--- src/rtl/register_bus_responder.sv ---
// Register bank that sits on a shared bus: captures bus_in on request, drives a register back out, and flags protocol errors.
// Optional: define REG_BANK_R0_ZERO_EN to make register 0 read as zero and discard its writes.
module register_bus_responder #(
  parameter int DATA_WIDTH = 16,
  parameter int NUM_REGS   = 5
) (
  input  logic                  clock,
  input  logic                  reset,
  input  logic [5:0]            register_addr,
  input  logic                  bus_register_input_en,
  input  logic                  bus_register_out_en,
  input  logic [DATA_WIDTH-1:0] bus_in,
  input  logic                  error_clear,
  output logic [DATA_WIDTH-1:0] bus_out,
  output logic                  bus_out_en,
  output logic                  write_ack,
  output logic                  addr_error,
  output logic                  bus_conflict
);

  localparam int         IDX_W        = (NUM_REGS > 1) ? $clog2(NUM_REGS) : 1;
  localparam logic [6:0] NUM_REGS_EXT = 7'(NUM_REGS);

  typedef enum logic [1:0] {
    IDLE    = 2'd0,
    CAPTURE = 2'd1,
    DRIVE   = 2'd2,
    HOLD    = 2'd3
  } state_e;

  state_e                  state_q, state_d;
  logic [IDX_W-1:0]        idx_q, idx_d;
  logic                    write_ack_q, write_ack_d;
  logic                    addr_error_q, addr_error_d;
  logic                    bus_conflict_q, bus_conflict_d;
  logic [DATA_WIDTH-1:0]   regs_q [NUM_REGS];

  logic                    addr_legal;
  logic [IDX_W-1:0]        addr_idx;
  logic                    do_write;
  logic                    reg_we;
  logic                    conflict_set;
  logic                    addr_err_set;
  logic [DATA_WIDTH-1:0]   rd_data;

  assign addr_legal = ({1'b0, register_addr} < NUM_REGS_EXT);
  assign addr_idx   = register_addr[IDX_W-1:0];

  // NOTE: every variable assigned here gets a default first, so no path can leave it unassigned and infer a latch.
  always_comb begin
    state_d      = state_q;
    idx_d        = idx_q;
    do_write     = 1'b0;
    conflict_set = 1'b0;
    addr_err_set = 1'b0;

    unique case (state_q)
      IDLE: begin
        if (bus_register_input_en && bus_register_out_en) begin
          conflict_set = 1'b1;
          addr_err_set = !addr_legal;
          state_d      = HOLD;
        end else if (bus_register_input_en || bus_register_out_en) begin
          if (!addr_legal) begin
            addr_err_set = 1'b1;
            state_d      = HOLD;
          end else begin
            idx_d = addr_idx;
            if (bus_register_input_en) begin
              do_write = 1'b1;
              state_d  = CAPTURE;
            end else begin
              state_d  = DRIVE;
            end
          end
        end
      end
      CAPTURE: if (!bus_register_input_en) state_d = IDLE;
      DRIVE:   if (!bus_register_out_en)   state_d = IDLE;
      HOLD:    if (!bus_register_input_en && !bus_register_out_en) state_d = IDLE;
      default: state_d = IDLE;
    endcase
  end

  // A flag raised in the same cycle as error_clear wins over the clear.
  always_comb begin
    write_ack_d    = do_write;
    addr_error_d   = addr_err_set ? 1'b1 : (error_clear ? 1'b0 : addr_error_q);
    bus_conflict_d = conflict_set ? 1'b1 : (error_clear ? 1'b0 : bus_conflict_q);
  end

`ifdef REG_BANK_R0_ZERO_EN
  assign reg_we = do_write && (addr_idx != '0);
`else
  assign reg_we = do_write;
`endif

  // NOTE: state registers use non-blocking assignments so every flop samples pre-edge values.
  always_ff @(posedge clock or negedge reset) begin
    if (!reset) begin
      state_q        <= IDLE;
      idx_q          <= '0;
      write_ack_q    <= 1'b0;
      addr_error_q   <= 1'b0;
      bus_conflict_q <= 1'b0;
    end else begin
      state_q        <= state_d;
      idx_q          <= idx_d;
      write_ack_q    <= write_ack_d;
      addr_error_q   <= addr_error_d;
      bus_conflict_q <= bus_conflict_d;
    end
  end

  // NOTE: the bank is built from flops (not RAM) because reset must clear every register.
  always_ff @(posedge clock or negedge reset) begin
    if (!reset) begin
      for (int i = 0; i < NUM_REGS; i++) regs_q[i] <= '0;
    end else if (reg_we) begin
      regs_q[addr_idx] <= bus_in;
    end
  end

  always_comb begin
    rd_data = regs_q[idx_q];
`ifdef REG_BANK_R0_ZERO_EN
    if (idx_q == '0) rd_data = '0;
`endif
  end

  // Drive enable comes straight from state so an async reset drops it immediately.
  assign bus_out_en   = (state_q == DRIVE);
  assign bus_out      = bus_out_en ? rd_data : '0;
  assign write_ack    = write_ack_q;
  assign addr_error   = addr_error_q;
  assign bus_conflict = bus_conflict_q;

endmodule

--- config.mk ---
export PLATFORM = sky130hd
export DESIGN_NAME = register_bus_responder
export DESIGN_NICKNAME = d
export VERILOG_FILES = /design/src/rtl/register_bus_responder.sv
export SDC_FILE = /design/constraint.sdc
export NUM_CORES = 1
export LEC_CHECK = 0
export CORE_MARGIN = 2
export CORE_UTILIZATION = 51
export CTS_BUF_LIST = sky130_fd_sc_hd__clkbuf_4 sky130_fd_sc_hd__clkbuf_8
export DETAILED_ROUTE_END_ITERATION = 8
export PLACE_DENSITY_LB_ADDON = 0.08
export SLEW_MARGIN = 10
export SYNTH_ARGS = -nofsm -noshare
export SYNTH_HDL_FRONTEND = slang
export SYNTH_SLANG_ARGS = --single-unit
--- constraint.sdc ---
create_clock -name clock -period 2.25 [get_ports clock]
set_clock_uncertainty 0.1 [all_clocks]
set_input_delay 0.225 -clock clock [delete_from_list [all_inputs] [get_ports clock]]
set_output_delay 0.225 -clock clock [all_outputs]
set_load 0.005 [all_outputs]
* After elaboration in Yosys (flattened, before gate mapping)
Cells that the tools add are included. Widths: inputs -> output; s select.
Cells by class: bitwise operators 3, reduce and logical (&&, ||, !) cells 12, mux-type cells 29, equality and inequality tests 7, magnitude comparators 4
Operator list (count):
- $bwmux 80 | 1
- $mux 16 | 4
- $bmux 16 s3 | 1
- $demux 16 s3 | 1
- $mux 1 | 14
- $mux 2 | 7
- $ge 4x4->1 const B | 2
- $not 3->4 | 2
- $pmux 2 s4 | 1
- $reduce_and 4->1 | 2
- $lt 6x3->1 const B | 1
- $ne 2x2->1 const B | 3
- $eq 2x2->1 const B | 2
- $lt 4x1->1 const B | 1
- $reduce_bool 2->1 | 2
- $logic_and 1x1->1 | 3
- $logic_not 1->1 | 3
- $ne 3x3->1 const B | 1
- $eq 2x1->1 const B | 1
- $logic_not 2->1 | 1
- $logic_or 1x1->1 | 1
- $not 1->1 | 1
Word-level totals: flip-flop bits (word level) 88, word-level logic and storage cells 65, output and inout bits 20, input bits 27

* Logic depth before layout (Yosys ltp)
Gate-level depths: netlist (run 1).
word-level depth 6, mapped depth 4, depth with buffers taken out 3

* Worst setup path before layout (run 1)
No wires, ideal clock.
path type reg-to-output, start point register idx_q[0], end point output bus_out[0], buffers on the path 2, data required time 1.925 ns, setup slack 0.353 ns, cell stages (with the launch flop) 5, arrival time 1.572 ns, cells stage by stage dfrtp_1 -> buf_2 -> buf_2 -> mux4_2 -> a22o_1
Between the ends: cells in the longest elaborated chain, start to end 5
RTL lines:
- start: declaration | line 32 | logic [IDX_W-1:0] idx_q, idx_d;
- start signal: assignment | line 108 | idx_q <= idx_d;
- $not 3->4 (implied by the code) | line 125 | rd_data = regs_q[idx_q];
- $bmux 16 s3 | line 125
- $mux 16 (implied by the code) (2 in series) | line 125
- $mux 16 | line 133 | assign bus_out = bus_out_en ? rd_data : '0;
- end: declaration | line 14 | output logic [DATA_WIDTH-1:0] bus_out,
No other way between the ends. The select of a mux whose other input is x is not followed.

* Final worst setup path (run 1)
start point register idx_q[0], end point output bus_out[7]
The elaborated chain is that of the path after synthesis.

==> results.toml, run 1 <==
[run_status]
status = "complete, no violations"

[critical_path]
critPathArrivalTime_ns = 1.85
crit_path_start = "idx_q[0]"
cp-endpoint = "bus_out[7]"
r2r_cells = 5
r2r-start = "state_q[1]"
crit_required_ns = 1.92
crit_fanout = 10
r2r_slack_ns = 0.31
rr_endpoint = "regs_q[37]"
critPathCaptureType = "output port"
cp-start-kind = "flip-flop"
critPathKind = "reg2out"

[detailed_routing]
ant_nets = 0
via_per_inst = 5.53
drt-pass1-iter-count = 4
finalWirelength_um = 8060
routedWlPerCell_um = 18.2
routed-via-count = 2451
drcViolationCount = 0
drt_iter0_markers = 53

[global_routing]
grt_pass1_vias = 2546
grt_pass1_wl_um = 13200
grt_overflow = 0
grt_max_degree = 45
grt_usage_pct = 20.7
antenna_found_initial = 0

[finish]
area.growth.synth_to_final_pct = 28.3
fillers = 574
finish.utilization_pct = 66.8
diodes = 0
final_cell_mix = "87 x dfrtp_1, 83 x mux2_2, 34 x buf_4"
drive_gt1_share_pct = 53.4
num-nets-final = 363
design_area_sq_mm = 0.00508
final_common_cell = "dfrtp_1"

[clock_network]
cts_buffers = 9
cts_max_level = 3
cts-root-buf = "clkbuf_8"
clock_latency_ns = 0.34
cts_tree = "done"
clk_pin_slew_ns = 0.08
cts_sinks = 88
cts.path.max_buffers = 2

[synth]
netlist_area_sq_mm = 0.00396
synth_top_area_cell = "dfrtp_1"
synth.top_cells.by_area = "dfrtp_1 56%, mux2_2 24%, mux4_2 9.1%"
synth_top_cell_area_share_pct = 55.6
seq_area_frac_synth_pct = 55.6
synth-seq-cells = 88
synthCells = 245
yosys_warnings = 0
syn-num-nets = 272
avgSynthCellArea_sq_um = 16.2
netlist-cell-type-count = 31

[worst_hold_path]
hp-class = "in2async"

[timing]
tightest_slew_ns = 0.407
setup_violations = 0
layout_min_cycle_time_ns = 2.17
slew_headroom_pct = 72.8
slew_violations = 0
max_freq_mhz = 460
finalHoldViolCount = 0
setup_slack_ns = 0.0774
post-route-period-util_pct = 96.6
rsz0062_at_grt = "false"

[power]
p_total_mw = 4.05
peakVddDrop_uv = 527
power.leakage_nw = 2.57
power.density_mw_per_mm2 = 798

[place]
hpwlAfterDp_um = 5100
post-place-ws_ns = 0.139
gp_congestion = 0.851
placed_area_sq_mm = 0.00469
io_buffers = 46

[floorplan]
die_h_um = 92.1
die_area_sq_mm = 0.00849
rows = 32
design.core.area_sq_mm = 0.00761
ios = 47
fp.dieW_um = 92.1
initial_core_util_pct = 52.1

[job]
drv_cap = 0
## flip-flops by register name, indices dropped and copies added (netlist names)
signal        flops
bus_conflict      1
regs_q           80
state_q           2
idx_q             3
addr_error        1
write_ack         1
## cells in the mapped netlist
| library cell | instances |
|---|---|
| xor2_1 | 1 |
| a21oi_1 | 1 |
| clkbuf_1 | 3 |
| nor2_1 | 3 |
| buf_6 | 2 |
| buf_2 | 4 |
| mux2_2 | 83 |
| inv_1 | 3 |
| buf_4 | 2 |
| nor4b_4 | 1 |
| nand4_1 | 1 |
| o311a_1 | 1 |
| or2_2 | 1 |
| nand2_1 | 2 |
| nand2b_1 | 1 |
| nand4b_2 | 2 |
| nand3_2 | 1 |
| a32o_1 | 1 |
| nor4b_2 | 1 |
| nor2b_1 | 1 |
| nor3_1 | 1 |
| a22o_1 | 17 |
| o21ai_0 | 1 |
| and3_1 | 1 |
| dfrtp_1 | 88 |
| nor3b_1 | 1 |
| o2bb2a_1 | 1 |
| a31oi_1 | 1 |
| nor4_2 | 1 |
| mux4_2 | 16 |
| nand4_2 | 2 |
## critical path, stage by stage (launching register included)
cell,delay (ns)
dfrtp_2,0.42
buf_12,0.16
mux4_2,0.50
a22o_1,0.18
dlygate4sd2_1,0.25
## cells by family after synthesis
kind of cell	share of synthesized area [%]
xor+xnor	0.221
simple gates	4.52
buf+inv	2.02
mux	32.7
flops	55.6
compound gates	4.93
## where the power goes
group / switching (mW) / total [mW] / internal (mW)
Clock: 0.535 / 1.25 / 0.719
Combinational: 0.422 / 1.02 / 0.595
Sequential: 0.0779 / 1.78 / 1.70
Total: 1.03 / 4.05 / 3.02
## cell type report
type / instances / area (sq um) / share of cell area (%)
clock buffer: 12 / 165 / 3.25
clock inverter: 4 / 73.8 / 1.45
inverter: 3 / 11.3 / 0.222
multi-input combinational: 143 / 1690 / 33.3
sequential: 88 / 2200 / 43.4
tap: 102 / 128 / 2.51
timing repair buffer: 91 / 805 / 15.8
## through the flow
step / instances / hold WS, ns / setup TNS, ns
after floorplan: 245 / -0.171 / 0
after global placement: 406 / 0.0459 / 0
after detailed placement: 406 / 0.0476 / 0
after CTS: 440 / 0.205 / -0.0752
after global routing: 443 / 0.222 / 0
final: 443 / 0.205 / 0
## metal layers
layer | global-route usage, % | share of wire, % | vias to the layer above
met3 | 3.29 | 2.6 | 6
met5 | 0 | 0 | -
met1 | 28.1 | 45 | 1282
met2 | 33.9 | 51 | 38
met4 | 7.96 | 0.88 | 0
li1 | - | - | 1125
## worst min-delay path by stage
stage / end / start
detailed placement: regs_q[6] / reset
global route: regs_q[73] / reset
floorplan: addr_error / reset
finish: regs_q[6] / reset
CTS: regs_q[70] / reset
global placement: regs_q[11] / reset
## repair_timing
item	4_1_cts	5_1_grt
gates resized for setup	50	5
endpoints found under the setup margin	16	12
buffers inserted	17	3
endpoints found under the hold margin	20	0
hold buffers	1	0
pin swaps	4	1
Power figures use the tool's default switching activity.
==> inputs of run 2 (changes only) <==
--- a/config.mk
+++ b/config.mk
@@ -10,6 +10,7 @@
 export CTS_BUF_LIST = sky130_fd_sc_hd__clkbuf_4 sky130_fd_sc_hd__clkbuf_8
 export DETAILED_ROUTE_END_ITERATION = 8
 export PLACE_DENSITY_LB_ADDON = 0.08
+export RECOVER_POWER = 100
 export SLEW_MARGIN = 10
 export SYNTH_ARGS = -nofsm -noshare
 export SYNTH_HDL_FRONTEND = slang
==> run 2 against run 1 <==
Effect of this change: total power fell by 0.42%; clock power about the same; largest cell class unchanged; setup slack worse by 0.0074 ns; wire length hardly changed; largest power group unchanged; fmax down 0.34%; register-to-register slack worse by 0.22 ns.
==> results.toml, run 2 (synthesis gave the netlist of run 1 again) <==
[run_status]
status = "complete, no violations"

[timing]
slew_violations = 0
post-route-period-util_pct = 96.9
tightest_slew_ns = 1.29
layout_min_cycle_time_ns = 2.18
slew_headroom_pct = 14.0
rsz0062_at_grt = "false"
finalHoldViolCount = 0
setup_violations = 0
max_freq_mhz = 459
fin_tns_setup_ns = 0

[job]
drv_cap = 0

[place]
gp_congestion = 0.851
io_buffers = 46
placed_area_sq_mm = 0.00469
hpwlAfterDp_um = 5100

[detailed_routing]
routedWlPerCell_um = 18.2
drt_iter0_markers = 54
finalWirelength_um = 8070
routed-via-count = 2456
ant_nets = 0
drt-pass1-iter-count = 4
via_per_inst = 5.54
drcViolationCount = 0

[finish]
final_cell_mix = "87 x dfrtp_1, 83 x mux2_2, 23 x clkdlybuf4s50_1"
fillers = 585
largest_reg_flops = 80
drive_gt1_share_pct = 51.3
num-nets-final = 363
multi_input_area_sq_mm = 0.00169
diodes = 0
regArea_sq_mm = 0.00220
top_regs = "regs_q: 80 flops, idx_q: 3 flops, state_q: 2 flops"
area.growth.synth_to_final_pct = 27.5
design_area_sq_mm = 0.00505
final_common_cell = "dfrtp_1"
regMostFlops = "regs_q"

[global_routing]
met1_usage_pct = 28.1
grt_util_met2_pct = 33.9
grt_use_met3_pct = 3.29
grt_usage_pct = 20.7
grt_max_degree = 45
grt_overflow = 0
top_usage_layer = "met2"
grt_pass1_wl_um = 13200
grt_pass1_vias = 2546
antenna_found_initial = 0

[clock_network]
cts_sinks = 88
cts.path.max_buffers = 2
cts-root-buf = "clkbuf_8"
clk_pin_slew_ns = 0.08
cts_max_level = 3
cts_buffers = 9
clock_latency_ns = 0.34
cts_tree = "done"

[critical_path]
critPathArrivalTime_ns = 1.85
crit_required_ns = 1.92
cp.buffers_inverters = 3
crit_fanout = 10
cp-start-kind = "flip-flop"
critPathKind = "reg2out"
cpLargestDelayFamily = "multiplexers"
path_cells = "buf_12 > clkbuf_4 > mux4_2 > a22o_1 > buf_2"
critPathCaptureType = "output port"
cp_slowest_cell = "mux4_2"
slowest_delay_ns = 0.49

[floorplan]
design.core.area_sq_mm = 0.00761
die_area_sq_mm = 0.00849
initial_core_util_pct = 52.1
ios = 47
die_h_um = 92.1
rows = 32
fp.dieW_um = 92.1

[power]
peakVddDrop_uv = 529
power.density_mw_per_mm2 = 799
power.leakage_nw = 2.55
p_total_mw = 4.04

[worst_hold_path]
hp-class = "reg2reg"
## run 2: changes by cell type in the layout (fill, tap and decap cells not counted), sizes merged
cell / delta
buf: -12
clkbuf: +12
dlygate4sd3: +6
clkdlybuf4s50: -6
## run 2: per-stage QoR
step	hold WS (ns)	cells	setup WS (ns)	util, %
6_report	0.392	443	0.0701	66.4
5_1_grt	0.417	443	0.00306	66.4
4_1_cts	0.205	440	-0.0340	66.6
3_5_place_dp	0.0476	406	0.139	61.7
3_3_place_gp	0.0459	406	0.156	61.7
2_1_floorplan	-0.171	245	0.353	-
## run 2: final timing paths
kind | from | endpoint | slack [ns] | cells after the start
max in group asynchronous | reset | idx_q[0] | 0.35 | 3
worst min register to register | addr_error | addr_error | 0.39 | 1
min in group asynchronous | reset | regs_q[6] | 0.58 | 2
worst max register to register | state_q[1] | regs_q[20] | 0.09 | 5
worst min-delay path | addr_error | addr_error | 0.39 | 1
worst max-delay path | idx_q[0] | bus_out[13] | 0.07 | 5
## run 2: cell type report
class | instances | share of cell area, %
clock inverter | 4 | 1.46
multi-input combinational | 143 | 33.6
timing repair buffer | 91 | 15.3
sequential | 88 | 43.6
tap | 102 | 2.53
clock buffer | 12 | 3.27
inverter | 3 | 0.223
## run 2: per-layer routing
metal	vias up	routed length (um)
li1	1124	-
met1	1280	3650
met2	45	4100
met3	7	237
met4	0	85
met5	-	0
## run 2: report_power, final
part | leakage (nW) | internal (mW) | switching, mW
Combinational | 1.22 | 0.577 | 0.421
Clock | 0.123 | 0.719 | 0.538
Sequential | 1.21 | 1.70 | 0.0776
Total | 2.55 | 3.00 | 1.04
## run 2: repair_timing
item,CTS,global route
setup buffers,17,3
pin swaps,4,1
hold endpoints to repair,20,0
gates resized for setup,50,5
hold buffers,1,0
endpoints found under the setup margin,16,12
==> inputs of run 3 (changes only) <==
--- a/config.mk
+++ b/config.mk
@@ -5,6 +5,7 @@
 export SDC_FILE = /design/constraint.sdc
 export NUM_CORES = 1
 export LEC_CHECK = 0
+export CAP_MARGIN = 15
 export CORE_MARGIN = 2
 export CORE_UTILIZATION = 51
 export CTS_BUF_LIST = sky130_fd_sc_hd__clkbuf_4 sky130_fd_sc_hd__clkbuf_8
==> results of run 3 <==
Final layout, timing and power as in run 2 (identical DEF).
